[config.mk]
export PLATFORM = sky130hd
export DESIGN_NAME = alu_op_sequencer
export DESIGN_NICKNAME = d
export VERILOG_FILES = /design/src/rtl/alu_op_sequencer.sv
export SDC_FILE = /design/constraint.sdc
export NUM_CORES = 1
export LEC_CHECK = 0
export BUFFER_PORTS_ARGS = -buffer_cell sky130_fd_sc_hd__buf_2
export CAP_MARGIN = 20
export CORE_MARGIN = 3
export CORE_UTILIZATION = 49
export CTS_CLUSTER_SIZE = 8
export DETAILED_ROUTE_END_ITERATION = 7
export PLACE_DENSITY = 0.85
export SYNTH_ARGS = -nofsm -noshare
export SYNTH_HDL_FRONTEND = slang
export SYNTH_SLANG_ARGS = --single-unit
[constraint.sdc]
create_clock -name Clock -period 4.56 [get_ports Clock]
set_clock_uncertainty 0.1 [all_clocks]
set_input_delay 0.456 -clock Clock [delete_from_list [all_inputs] [get_ports Clock]]
set_output_delay 0.456 -clock Clock [all_outputs]
set_load 0.1 [all_outputs]
[src/rtl/alu_op_sequencer.sv]
// alu_op_sequencer: steps one register-register ALU op through Y-load, execute and Z write-back.
// Latency: start sampled at edge N, done high for one cycle after edge N+3 (N+4 for wide ops).
// Backpressure: start is ignored while busy; a start in the done cycle is accepted (no idle gap).
// Optional feature macro: ZHI_WB_EN (MUL_OP/DIV_OP write Z low/high into LO/HI).
module alu_op_sequencer #(
    parameter int NREG = 16,
    parameter int OPW = 5,
    parameter logic [OPW-1:0] MUL_OP = 5'b01110,
    parameter logic [OPW-1:0] DIV_OP = 5'b01111,
    localparam int RW = (NREG > 1) ? $clog2(NREG) : 1
) (
    input  logic            Clock,
    input  logic            clear,
    input  logic            start,
    input  logic [RW-1:0]   ra,
    input  logic [RW-1:0]   rb,
    input  logic [RW-1:0]   rd,
    input  logic [OPW-1:0]  op,
    output logic            busy,
    output logic            done,
    output logic [NREG-1:0] Rout,
    output logic [NREG-1:0] Rin,
    output logic            Yin,
    output logic            Zin,
    output logic            Zlowout,
    output logic            Zhighout,
    output logic            HIin,
    output logic            LOin,
    output logic [OPW-1:0]  op_out
);

`ifdef ZHI_WB_EN
    typedef enum logic [2:0] {IDLE, YLD, EXE, WBL, WBH} state_t;
`else
    typedef enum logic [1:0] {IDLE, YLD, EXE, WBL} state_t;
`endif

    state_t         state_q, state_d;
    logic [RW-1:0]  ra_q, rb_q, rd_q;
    logic [OPW-1:0] op_q;
    logic           done_q;
    logic           last_wb;
    logic           wide;

    // Index to one-hot strobe; indices beyond the register file select nothing.
    function automatic logic [NREG-1:0] onehot(input logic [RW-1:0] idx);
        logic [NREG-1:0] v;
        v = '0;
        for (int i = 0; i < NREG; i++) begin
            v[i] = (int'(idx) == i);
        end
        return v;
    endfunction

`ifdef ZHI_WB_EN
    assign wide = (op_q == MUL_OP) || (op_q == DIV_OP);
`else
    // MUL/DIV codes only matter to the HI/LO write-back path, absent in this build.
    logic unused_wide_ops;
    assign unused_wide_ops = ^{MUL_OP, DIV_OP};
    assign wide = 1'b0;
`endif

    // State register and the registered done pulse (one cycle after the last write-back).
    always_ff @(posedge Clock or negedge clear) begin
        if (!clear) begin
            state_q <= IDLE;
            done_q  <= 1'b0;
        end else begin
            state_q <= state_d;
            done_q  <= last_wb;
        end
    end

    // Operand/opcode capture: only taken when a request is accepted in IDLE.
    always_ff @(posedge Clock or negedge clear) begin
        if (!clear) begin
            ra_q <= '0;
            rb_q <= '0;
            rd_q <= '0;
            op_q <= '0;
        end else if (state_q == IDLE && start) begin
            ra_q <= ra;
            rb_q <= rb;
            rd_q <= rd;
            op_q <= op;
        end
    end

    // Next state and strobe decode; strobes depend only on state and captured fields.
    always_comb begin
        state_d  = state_q;
        last_wb  = 1'b0;
        Rout     = '0;
        Rin      = '0;
        Yin      = 1'b0;
        Zin      = 1'b0;
        Zlowout  = 1'b0;
        Zhighout = 1'b0;
        HIin     = 1'b0;
        LOin     = 1'b0;
        op_out   = '0;
        case (state_q)
            IDLE: begin
                if (start) state_d = YLD;
            end
            YLD: begin
                Rout    = onehot(ra_q);
                Yin     = 1'b1;
                state_d = EXE;
            end
            EXE: begin
                Rout    = onehot(rb_q);
                Zin     = 1'b1;
                op_out  = op_q;
                state_d = WBL;
            end
            WBL: begin
                Zlowout = 1'b1;
                if (wide) begin
                    LOin = 1'b1;
`ifdef ZHI_WB_EN
                    state_d = WBH;
`endif
                end else begin
                    Rin     = onehot(rd_q);
                    state_d = IDLE;
                    last_wb = 1'b1;
                end
            end
`ifdef ZHI_WB_EN
            WBH: begin
                Zhighout = 1'b1;
                HIin     = 1'b1;
                state_d  = IDLE;
                last_wb  = 1'b1;
            end
`endif
            default: state_d = IDLE;
        endcase
    end

    assign busy = (state_q != IDLE);
    assign done = done_q;

endmodule

==> impl_metrics.py <==
metrics = {
    "run_status": {
        "run_status": "completed",
    },
    "yosys": {
        "synth_top_cell_area_share_pct": 38.3,
        "ys_ff_latch": 20,
        "synth_area_mm2": 0.00131,
        "avgSynthCellArea_um2": 10.5,
        "synth_edf_count": 0,
        "ys.flop_type": "dfrtp_1",
        "async_reset_ff_share_pct": 100,
        "ys_types": 29,
        "yosys_warnings": 0,
        "synthCells": 125,
        "synth_top_area_cell": "dfrtp_1",
        "ys_seq_area_share_pct": 38.3,
        "synth_most_common_cell": "nor2_1",
        "synth.cells.most_frequent": "nor2_1 (29), dfrtp_1 (20), mux2_4 (11), mux2_2 (8), nor3_1 (7)",
        "synth_area_leaders": "dfrtp_1 (38%), mux2_4 (13%), nor2_1 (8.3%), mux2_2 (6.9%), ha_1 (4.8%)",
    },
    "worst_setup_path": {
        "crit_type": "reg2out",
        "cp-end-kind": "primary output",
        "cp_num_buf_inv": 2,
        "cp_max_fo": 21,
        "crit_path_cell_trace": "inv_1 > ha_1 > mux2i_4 > o211ai_2 > nor2_1 > buf_2",
        "start_kind": "flip-flop",
        "cp.required_ns": 4.00,
        "cp_slowest_cell": "ha_1",
        "cpPeakStageDelay_ns": 0.67,
        "critPathTopFamily": "adder cells",
        "cp.arrival_ns": 2.58,
    },
    "clock_network": {
        "cts.clk_slew.worst_paths_ns": 0.11,
        "cts_tree": "built",
        "cts_buffer_depth": 2,
        "cts_made_buffers": 3,
        "root_buffer": "clkbuf_4",
        "post_cts_resized": 0,
        "cts_setup_buffers": 0,
        "clock_sinks": 20,
        "clk_latency_ns": 0.28,
        "cts-htree-levels": 1,
        "cts_hold_buffers": 1,
    },
    "routing": {
        "wire_per_inst_um": 13.7,
        "drc_errors": 0,
        "antenna_left": 0,
        "viasPerCell": 5.21,
        "dr.pass1.iters": 4,
        "wl_um": 2970,
        "drt_iter0_markers": 43,
        "num_vias": 1130,
    },
    "flow_run": {
        "max-cap-violations": 0,
    },
    "timing": {
        "fin_crit_sh_pct": 68.9,
        "worst_pin_slew_ns": 0.756,
        "fmax_mhz": 318,
        "fin_setup_tns_ns": 0,
        "slew_headroom_pct": 49.6,
        "fin_crit_ns": 3.14,
        "setup_viol": 0,
        "hold_violations": 0,
        "rsz0062_at_grt": "no",
        "final_max_slew_viol_count": 0,
    },
    "global_routing": {
        "antenna_found_initial": 0,
        "overflow": 0,
        "grtUsageTotal_pct": 18.3,
        "grt_pass1_vias": 1097,
        "grt_pass1_wl_um": 4800,
        "grt_max_degree": 22,
    },
    "worst_hold_path": {
        "hp-class": "in2reg",
    },
    "finish": {
        "drive_gt1_share_pct": 49.2,
        "area_delta_synth_final_pct": 26.5,
        "n_fill_cell": 203,
        "diodes": 0,
        "fin_nets": 213,
        "final_util_pct": 66.2,
    },
    "floorplanning": {
        "io-pin-count": 65,
        "die_y_um": 57.7,
        "placementRows": 18,
        "die-area_mm2": 0.00332,
        "design.core.area_mm2": 0.00250,
        "die_x_um": 57.7,
        "start_util_pct": 52.3,
    },
    "placement": {
        "hpwl_um": 2440,
        "place_congestion": 0.848,
        "numPortBuffers": 61,
    },
}
==> metrics by stage <==
| step | hold WS (ns) | instances | cell area, um^2 | setup slack (ns) |
|---|---|---|---|---|
| detailed placement | 0.313 | 212 | 1610 | 1.73 |
| CTS | 0.290 | 217 | 1650 | 1.41 |
| global route | 0.272 | 217 | 1650 | 1.26 |
| global placement | 0.308 | 212 | 1610 | 1.86 |
| floorplan | 0.0604 | 127 | 1320 | 0.260 |
| finish | 0.293 | 217 | 1650 | 1.42 |
==> area by class of cell <==
cell class | count | area, um^2 | area share, %
Multi-Input combinational cell | 96 | 746 | 45.1
Sequential cell | 20 | 500 | 30.3
Timing Repair Buffer | 62 | 315 | 19.1
Tap cell | 30 | 37.5 | 2.27
Clock buffer | 4 | 36.3 | 2.19
Inverter | 5 | 18.8 | 1.13
==> logic make-up (layout without fill, tap and decap cells) <==
family                     Yosys count  after routing  share of synthesized area (%)
and+or+nand+nor                     58             58                           22.6
muxes                               20             20                           21.2
DFF                                 20             20                           38.3
buffers and inverters               11             71                           5.26
AOI/OAI and AO/OA                   10             10                           7.56
adders and majority gates            5              5                           4.78
other                                1              3                          0.287
==> layout by cell type, fill, tap and decap left out, drive strengths merged <==
cell / instances
buf: 61
nor2: 29
dfrtp: 20
mux2: 19
nor3: 7
and2: 6
inv: 5
ha: 5
o211ai: 4
nand3b: 4
clkbuf: 4
conb: 3
nand2: 3
and3b: 2
nand2b: 2
a21oi: 2
o32a: 1
a31oi: 1
and2b: 1
nor3b: 1
or3b: 1
nand3: 1
a32oi: 1
mux2i: 1
a21boi: 1
nor2b: 1
dlygate4sd3: 1
==> path summary, 6_finish.rpt <==
| kind | start | slack, ns | end | cells after the start |
|---|---|---|---|---|
| max | state_q[0] | 1.42 | Rout[6] | 6 |
| min | rd[3] | 0.29 | rd_q[3] | 2 |
| max reg2reg | state_q[0] | 2.81 | op_q[1] | 4 |
| min reg2reg | op_q[2] | 0.42 | op_q[2] | 1 |
| max in group asynchronous | clear | 3.53 | rb_q[3] | 2 |
| min in group asynchronous | clear | 0.54 | rd_q[3] | 2 |
==> metal layers <==
metal	track usage, %	wire [um]
met5	0	0
met4	6.95	93
met3	2.45	187
met1	21.5	1180
met2	33.4	1510
==> registers in the layout, indices dropped and copies added (netlist names) <==
signal / flops
rd_q: 4
done: 1
op_q: 5
state_q: 2
rb_q: 4
ra_q: 4
Power is not shown: default switching activity piles up to over one toggle a cycle in this logic, so the estimate is an artifact.
